==> src/rtl/final_logic.sv <==
// Receive-side VC drain: strict VC0-priority reads, routed by DEST_BIT into two output FIFOs.
// state  | meaning
// RESET  | held in reset, waits for first clock after release
// INIT   | thresholds latched, output FIFOs flushed
// IDLE   | no reads; waits for VC data and room downstream
// ACTIVE | reading VC FIFOs, one word per cycle

module final_logic_dfifo #(
    parameter int W  = 6,
    parameter int AW = 2
) (
    input  logic         clk,
    input  logic         reset,
    input  logic         flush,
    input  logic         push,
    input  logic [W-1:0] push_data,
    input  logic         pop,
    input  logic [3:0]   thr,
    output logic [W-1:0] data_out,
    output logic         full,
    output logic         empty,
    output logic         almost_full,
    output logic         almost_empty,
    output logic         error
);
    localparam int          DEPTH    = 1 << AW;
    localparam logic [AW:0] CNT_FULL = (AW+1)'(DEPTH);

    logic [W-1:0]  r_mem [DEPTH];
    logic [AW-1:0] r_wr_ptr;
    logic [AW-1:0] r_rd_ptr;
    logic [AW:0]   r_count;
    logic [W-1:0]  r_data_out;
    logic          r_error;
    logic          w_full;
    logic          w_pop_ok;
    logic          w_push_ok;
    logic [7:0]    w_cnt_ext;

    assign w_full    = (r_count == CNT_FULL);
    assign w_pop_ok  = pop & (r_count != '0);
    // a pop in the same cycle frees the slot, so a push into a full FIFO still lands
    assign w_push_ok = push & (~w_full | w_pop_ok);
    assign w_cnt_ext = 8'(r_count);

    always_ff @(posedge clk) begin
        if (w_push_ok && !flush) begin
            r_mem[r_wr_ptr] <= push_data;
        end
    end

    always_ff @(posedge clk or negedge reset) begin
        if (!reset) begin
            r_wr_ptr   <= '0;
            r_rd_ptr   <= '0;
            r_count    <= '0;
            r_data_out <= '0;
            r_error    <= 1'b0;
        end else if (flush) begin
            r_wr_ptr <= '0;
            r_rd_ptr <= '0;
            r_count  <= '0;
            r_error  <= 1'b0;
        end else begin
            if (w_push_ok) begin
                r_wr_ptr <= r_wr_ptr + 1'b1;
            end
            if (w_pop_ok) begin
                r_data_out <= r_mem[r_rd_ptr];
                r_rd_ptr   <= r_rd_ptr + 1'b1;
            end
            case ({w_push_ok, w_pop_ok})
                2'b10:   r_count <= r_count + 1'b1;
                2'b01:   r_count <= r_count - 1'b1;
                default: r_count <= r_count;
            endcase
            if ((push && !w_push_ok) || (pop && !w_pop_ok)) begin
                r_error <= 1'b1;
            end
        end
    end

    assign data_out     = r_data_out;
    assign full         = w_full;
    assign empty        = (r_count == '0);
    // a zero threshold disables almost-full; only full then holds off reads
    assign almost_full  = (thr != 4'd0) && (w_cnt_ext >= 8'(thr));
    assign almost_empty = (r_count == (AW+1)'(1));
    assign error        = r_error;
endmodule

module final_logic #(
    parameter int data_width    = 6,
    parameter int address_width = 2,
    parameter int DEST_BIT      = 4
) (
    input  logic                  clk,
    input  logic                  reset,
    input  logic                  init,
    input  logic [3:0]            Umbral_D0,
    input  logic [3:0]            Umbral_D1,
    input  logic                  empty_fifo_VC0,
    input  logic                  empty_fifo_VC1,
    input  logic [data_width-1:0] data_out_VC0,
    input  logic [data_width-1:0] data_out_VC1,
    output logic                  pop_VC0_fifo,
    output logic                  pop_VC1_fifo,
    input  logic                  pop_D0,
    input  logic                  pop_D1,
    output logic [data_width-1:0] data_out_D0,
    output logic [data_width-1:0] data_out_D1,
    output logic                  full_fifo_D0,
    output logic                  full_fifo_D1,
    output logic                  empty_fifo_D0,
    output logic                  empty_fifo_D1,
    output logic                  almost_full_fifo_D0,
    output logic                  almost_full_fifo_D1,
    output logic                  almost_empty_fifo_D0,
    output logic                  almost_empty_fifo_D1,
    output logic                  error_D0,
    output logic                  error_D1,
    output logic                  idle_out,
    output logic                  active_out
);
    typedef enum logic [1:0] {
        ST_RESET  = 2'd0,
        ST_INIT   = 2'd1,
        ST_IDLE   = 2'd2,
        ST_ACTIVE = 2'd3
    } state_t;

    state_t                r_state;
    state_t                w_next_state;
    logic [3:0]            r_thr_d0;
    logic [3:0]            r_thr_d1;
    logic                  r_rd_valid;
    logic                  r_rd_src;
    logic                  w_pause;
    logic                  w_flush;
    logic                  w_pop_vc0;
    logic                  w_pop_vc1;
    logic                  w_push_d0;
    logic                  w_push_d1;
    logic [data_width-1:0] w_rd_word;

    // destination is unknown until the read completes, so either FIFO filling pauses both
    assign w_pause = almost_full_fifo_D0 | full_fifo_D0 | almost_full_fifo_D1 | full_fifo_D1;
    assign w_flush = (r_state == ST_INIT);

    always_ff @(posedge clk or negedge reset) begin
        if (!reset) begin
            r_state <= ST_RESET;
        end else begin
            r_state <= w_next_state;
        end
    end

    always_comb begin
        w_next_state = r_state;
        w_pop_vc0    = 1'b0;
        w_pop_vc1    = 1'b0;
        if (r_state == ST_ACTIVE) begin
            w_pop_vc0 = !empty_fifo_VC0 && !w_pause;
            w_pop_vc1 = !empty_fifo_VC1 && empty_fifo_VC0 && !w_pause;
        end
        if (init) begin
            w_next_state = ST_INIT;
        end else begin
            case (r_state)
                ST_RESET: w_next_state = ST_INIT;
                ST_INIT:  w_next_state = ST_IDLE;
                ST_IDLE: begin
                    if ((!empty_fifo_VC0 || !empty_fifo_VC1) && !w_pause) begin
                        w_next_state = ST_ACTIVE;
                    end
                end
                ST_ACTIVE: begin
                    if ((empty_fifo_VC0 && empty_fifo_VC1) || w_pause) begin
                        w_next_state = ST_IDLE;
                    end
                end
                default: w_next_state = ST_RESET;
            endcase
        end
    end

    always_ff @(posedge clk or negedge reset) begin
        if (!reset) begin
            r_rd_valid <= 1'b0;
            r_rd_src   <= 1'b0;
            r_thr_d0   <= 4'd0;
            r_thr_d1   <= 4'd0;
        end else begin
            r_rd_valid <= w_pop_vc0 | w_pop_vc1;
            r_rd_src   <= w_pop_vc1;
            if (w_flush) begin
                r_thr_d0 <= Umbral_D0;
                r_thr_d1 <= Umbral_D1;
            end
        end
    end

    assign w_rd_word = r_rd_src ? data_out_VC1 : data_out_VC0;
    assign w_push_d0 = r_rd_valid & ~w_rd_word[DEST_BIT];
    assign w_push_d1 = r_rd_valid & w_rd_word[DEST_BIT];

    final_logic_dfifo #(.W(data_width), .AW(address_width)) u_d0 (
        .clk          (clk),
        .reset        (reset),
        .flush        (w_flush),
        .push         (w_push_d0),
        .push_data    (w_rd_word),
        .pop          (pop_D0),
        .thr          (r_thr_d0),
        .data_out     (data_out_D0),
        .full         (full_fifo_D0),
        .empty        (empty_fifo_D0),
        .almost_full  (almost_full_fifo_D0),
        .almost_empty (almost_empty_fifo_D0),
        .error        (error_D0)
    );

    final_logic_dfifo #(.W(data_width), .AW(address_width)) u_d1 (
        .clk          (clk),
        .reset        (reset),
        .flush        (w_flush),
        .push         (w_push_d1),
        .push_data    (w_rd_word),
        .pop          (pop_D1),
        .thr          (r_thr_d1),
        .data_out     (data_out_D1),
        .full         (full_fifo_D1),
        .empty        (empty_fifo_D1),
        .almost_full  (almost_full_fifo_D1),
        .almost_empty (almost_empty_fifo_D1),
        .error        (error_D1)
    );

    assign pop_VC0_fifo = w_pop_vc0;
    assign pop_VC1_fifo = w_pop_vc1;
    assign idle_out     = (r_state == ST_IDLE);
    assign active_out   = (r_state == ST_ACTIVE);
endmodule
==> config.mk <==
export PLATFORM = sky130hd
export DESIGN_NAME = final_logic
export DESIGN_NICKNAME = d
export VERILOG_FILES = /design/src/rtl/final_logic.sv
export SDC_FILE = /design/constraint.sdc
export NUM_CORES = 1
export LEC_CHECK = 0
export ABC_AREA = 1
export ABC_CLOCK_PERIOD_IN_PS = 1700
export BUFFER_PORTS_ARGS = -buffer_cell sky130_fd_sc_hd__buf_2
export CELL_PAD_IN_SITES_DETAIL_PLACEMENT = 0
export CELL_PAD_IN_SITES_GLOBAL_PLACEMENT = 1
export CORE_MARGIN = 3
export CORE_UTILIZATION = 40
export DETAILED_ROUTE_END_ITERATION = 10
export GPL_ROUTABILITY_DRIVEN = 0
export GPL_TIMING_DRIVEN = 1
export MAX_ROUTING_LAYER = met4
export PLACE_DENSITY_LB_ADDON = 0.1
export SYNTH_ARGS = -nofsm -noshare
export SYNTH_HDL_FRONTEND = slang
export SYNTH_SLANG_ARGS = --single-unit
==> constraint.sdc <==
create_clock -name clk -period 1.7 [get_ports clk]
set_input_delay 0 -clock clk [delete_from_list [all_inputs] [get_ports clk]]
set_output_delay 0 -clock clk [all_outputs]
set_load 0.02 [all_outputs]
* Word-level counts from Yosys, hierarchy flattened
Memories as Yosys holds them, arrays and structs flattened. A register that Yosys moved wholly into a read port is not among the register bits.
Index checks and enable logic that the tools add are counted.
W data, S select, Z words.
** Operators by class
- Muxes and demuxes :: 27
- Bitwise operators :: 16
- Equality and inequality tests :: 13
- Reductions and logical operators :: 45
- Add/sub/neg operators :: 8
- $lt $le $gt $ge :: 2
** Operators by type and width (number)
- $mux W2 :: 11
- $logic_and A1 B1 Y1 :: 13
- $pmux W3 S2 :: 2
- $reduce_bool A2 Y1 :: 6
- $reduce_bool A3 Y1 :: 4
- $logic_not A1 Y1 :: 10
- $mux W1 :: 10
- $add A2 B1 Y2 const B :: 4
- $eq A2 B2 Y1 const B :: 4
- $ge A3 B4 Y1 :: 2
- $pmux W2 S4 :: 1
- $reduce_bool A4 Y1 :: 2
- $add A3 B1 Y3 const B :: 2
- $and A1 B1 Y1 :: 6
- $eq A2 B1 Y1 const B :: 3
- $eq A3 B1 Y1 const B :: 2
- $eq A3 B3 Y1 const B :: 2
- $logic_not A3 Y1 :: 2
- $mux W3 :: 2
- $mux W6 :: 1
- $ne A3 B2 Y1 const B :: 2
- $or A1 B1 Y1 :: 6
- $reduce_and A2 Y1 :: 3
- $sub A3 B1 Y3 const B :: 2
- 3 further kinds :: 9
** Word-level totals
- Output and inout port bits :: 26
- Bits in writable memories :: 48
- Word-level logic and storage cells :: 126
- Flip-flop bits (word level) :: 28
- Memories kept :: 2
** Memory list
- u_d0.r_mem :: depth 4, width 6, read ports 1, clocked after Yosys merged registers in 1, write ports 1, line 29 : logic [W-1:0] r_mem [DEPTH];
- u_d1.r_mem :: depth 4, width 6, read ports 1, clocked after Yosys merged registers in 1, write ports 1, line 29

* Longest topological paths before layout
- Depth after elaboration :: 10
- Mapped depth :: 11
- Gate-level depth less buffers :: 11

* By module
A second synthesis with hierarchy kept.
** Unflattened totals
- Cell total of the unflattened synthesis :: 445
- Area, all modules :: 4326.6 um^2
** By module, submodules not included
- final_logic_dfifo (u_d1) :: cells each 178, area an instance 1858.0 um^2, instances 1
- final_logic_dfifo (u_d0) :: cells each 178, area an instance 1844.3 um^2, instances 1
- final_logic :: cells each 89, area an instance 624.3 um^2, instances 1

* Worst setup path after synthesis
Ideal clock, no wire load.
- Path type :: reg-to-reg
- From :: reg u_d1.r_count[0]
- To :: mem u_d1.r_mem[0][0], enable pin
- Setup slack :: -0.028 ns
- Library setup time :: 0.350 ns
- Arrival :: 1.379 ns
- Cell stages (with the launch flop) :: 8
- Data required time :: 1.350 ns
- Path through :: dfrtp_1 > inv_1 > ha_1 > nand2_1 > inv_1 > nand2_1 > nand3_2 > nor2_1
** Between the ends
- Longest elaborated chain between the ends :: 7
** Ends and longest elaborated chain
- start: declaration :: line 32 : logic [AW:0] r_count;
- start signal: assignment :: line 73 : 2'b10: r_count <= r_count + 1'b1;
- start signal: assignment :: line 74 : 2'b01: r_count <= r_count - 1'b1;
- start signal: assignment :: line 75 : default: r_count <= r_count;
- $eq A3 B3 Y1 :: line 40 : assign w_full = (r_count == CNT_FULL);
- named net full_fifo_D1 :: line 113 : output logic full_fifo_D1,
- $not A1 Y1 :: line 43 : assign w_push_ok = push & (~w_full | w_pop_ok);
- $or A1 B1 Y1 :: line 43
- $and A1 B1 Y1 :: line 43
- $logic_and A1 B1 Y1 :: line 47 : if (w_push_ok && !flush) begin
- $mux W1 :: line 47
- $mux W1 (not written as such) :: line 48 : r_mem[r_wr_ptr] <= push_data;
- end: declaration :: line 29
The timed path passes the listed nets, and every way through them passes these cells.

* Worst setup path after layout
- From :: reg u_d1.r_count[1]
- To :: out pop_VC0_fifo
** Between the ends
- Longest elaborated chain between the ends :: 7
** Ends and longest elaborated chain
- $ge A3 B4 Y1 :: line 87 : assign almost_full = (thr != 4'd0) && (w_cnt_ext >= 8'(thr));
- $logic_and A1 B1 Y1 :: line 87
- $or A1 B1 Y1 :: line 147 : assign w_pause = almost_full_fifo_D0 | full_fifo_D0 | almost_full_fifo_D1 | full_fifo_D1;
- $or A1 B1 Y1 (*) :: line 147
- $logic_not A1 Y1 (*) :: line 163 : w_pop_vc0 = !empty_fifo_VC0 && !w_pause;
- $logic_and A1 B1 Y1 (*) :: line 163
- $mux W1 (*) :: line 162 : if (r_state == ST_ACTIVE) begin
- end: declaration :: line 106 : output logic pop_VC0_fifo,
Mark *: on every way between the ends. The rest lies on a longest branch, timed or not.

==> results.yml <==
final_layout:
  syn_to_final_growth_pct: 30.3
  fin_util_pct: 54.9
  n_fill_cell: 894
  nets: 587
  regArea_sq_um: 2440
  multi_input_area_sq_um: 1700
  layout_commonest_cell: "nand2_1"
  drive_above_1_share_pct: 32.4
  insertedDiodeCount: 0
  mostFrequentLayoutCells: "nand2_1, buf_2, edfxtp_1"
logic_synthesis:
  synth.distinct_cells: 27
  async_reset_ff_share_pct: 45.5
  yosysTopAreaCell: "edfxtp_1"
  avgSynthCellArea_sq_um: 9.92
  syn_nets: 476
  synth_top_cell_area_share_pct: 34.0
  yosysWarnings: 0
  synth_cells: 427
  synth-seq-cells: 88
  syn_area_sq_um: 4240
  synth-main-ff-cell: "edfxtp_1"
  netlist_top_cells_area: "edfxtp_1, dfrtp_1, nand2_1"
  synth-edff-count: 48
  seq_area_frac_synth_pct: 57.7
power_and_ir_drop:
  vdd_drop_max_mv: 0.778
  p_leak_nw: 2.50
  p_total_w: 0.00920
  p_per_area_nw_per_um2: 1670
cts:
  cts_num_sinks: 88
  cts_root_buffer: "clkbuf_8"
  cts_tree: "built"
  clock_latency_ns: 0.35
  clk_pin_slew_ns: 0.09
  numCtsBuffers: 9
  h-tree-depth: 3
  cts_buffer_depth: 2
timing:
  slew_headroom_pct: 73.7
  hold_slack_ns: 0.0516
  min_period_ns: 1.80
  tightest_slew_ns: 0.393
  grt_setup_unrepaired: "yes"
  hold_viol_final: 0
  fmax_mhz: 556
  finalCritPeriodShare_pct: 106
  slew_viol_final: 0
  fin_worst_skew_ns: 0.00833
  final.setup.tns_ns: -0.313
  setup_viol: 5
  final.setup.worst_slack_ns: -0.100
place:
  dp_slack_ns: 0.0528
  io_buffers: 52
  dpl.hpwl_mm: 7.06
hold_path:
  holdCritPathClass: "input port to flop"
  whs_path_depth: 4
  min_from: "data_out_VC1[4]"
  hold_end: "u_d0.error"
global_route:
  grt-ovfl-total: 0
  antenna_found_initial: 0
  grt_pass1_wl_mm: 15.5
  grt_pass1_vias: 3196
  track_usage_pct: 17.6
  grt_start_max_net_pins: 34
drt:
  drtAntennaViolNets: 0
  viasPerCell: 4.80
  drt-pass1-iter-count: 4
  wl_mm: 9.89
  wl_per_cell_microns: 14.6
  via_count: 3242
  drt-initial-drc-count: 125
  drc: 0
floorplanning:
  start_util_pct: 42.2
  io_pins: 53
  std_cell_rows: 36
  die_x_microns: 109
  die_h_microns: 109
  dieArea_sq_um: 11900
  core_area_sq_um: 10000
worst_setup_path:
  startpoint_type: "flop"
  cp.required_ns: 1.70
  r2r_slack_ns: -0.09
  critPathArrivalTime_ns: 1.80
  cp-end-kind: "output port"
  critPathLaunch: "u_d1.r_count[1]"
  cp_max_fo: 3
  reg2reg_depth: 11
  crit_type: "flop to output port"
  worstReg2RegEnd: "r_rd_src"
  rr_startpoint: "u_d1.r_count[1]"
flow_run:
  cap_violations: 0
run_status:
  violations: "negative setup slack"
  outcome: "finished with violations"
-- how the worst max path moves through the flow --
stage,endpoint,cells past startpoint
after global placement,u_d0.r_mem[1][5],8
final,pop_VC0_fifo,10
after global routing,pop_VC0_fifo,12
after floorplan,u_d1.r_mem[0][0],7
after CTS,pop_VC1_fifo,10
after detailed placement,u_d1.r_mem[2][0],8
-- per-stage QoR --
stage	cell area, sq um	cells
after floorplan	4240	427
after global placement	4820	628
after detailed placement	4820	628
after CTS	5380	670
after global routing	5520	676
final	5520	676
-- what timing repair did --
action / CTS / global route
resized for setup: 27 / 31
hold endpoints to repair: 53 / 0
buffers inserted: 11 / 6
setup endpoints to repair: 4 / 64
hold buffers: 15 / 0
pin swaps: 7 / 13
-- report_power, final --
part           leakage, nW  internal (W)  total [W]  switching (W)
Combinational         1.45       0.00188    0.00459        0.00272
Sequential           0.939       0.00274    0.00309       0.000356
Clock                0.108      0.000739    0.00152       0.000778
-- flip-flops by register name, indices dropped and copies added, names as in the netlist, 3 cells and up --
signal,flops
u_d0.r_count,3
r_thr_d0,4
r_thr_d1,4
u_d1.r_mem,24
u_d0.r_mem,24
u_d1.r_count,3
u_d0.data_out,6
u_d1.data_out,6
-- synth_stat cells, types with 4 or more instances --
library cell	n
nand3_1	17
inv_2	6
mux2i_1	6
edfxtp_1	48
o21ai_1	6
nor2_1	39
ha_1	22
o22ai_1	12
nor2_2	5
buf_2	4
inv_1	49
nand2_2	4
a21oi_1	7
dfrtp_1	40
nor2_4	5
clkbuf_1	7
nand4_1	6
o21ai_0	40
nand2_4	4
nand2_1	88
-- layout make-up --
cell class / instances / area share (%)
flip-flops and latches: 88 / 44.3
multi-input cells: 272 / 30.7
repair buffers: 112 / 14.5
inverters: 55 / 3.74
well taps: 133 / 3.02
clock buffers: 10 / 2.49
clock inverters: 6 / 1.27
-- worst max-delay path: stages, from the launching register on --
cell     delay (ns)
dfrtp_1        0.40
buf_6          0.13
ha_4           0.21
nand2_2        0.06
nand2_1        0.04
nand2_1        0.06
nand3_2        0.07
nand2_2        0.10
nand3_4        0.12
nor2_4         0.14
buf_6          0.13
-- metal layers --
metal	track usage, %	routed length [microns]	vias to the layer above
li1	-	-	1629
met2	28.7	5020	62
met1	22.0	4360	1525
met5	-	0	-
met4	7.48	259	0
met3	2.43	263	26
-- kinds of logic (layout without fill, tap and decap cells) --
group | count (synthesis) | count (layout) | synth area share (%)
AO/OA/AOI/OAI | 67 | 67 | 8.33
buffers and inverters | 67 | 183 | 6.15
flip-flops | 88 | 88 | 57.7
adder cells (fa/ha/maj) | 22 | 22 | 6.50
XOR/XNOR | 5 | 5 | 1.03
AND/OR/NAND/NOR | 172 | 172 | 18.9
multiplexers | 6 | 6 | 1.42
Power figures use the tool's default switching activity.
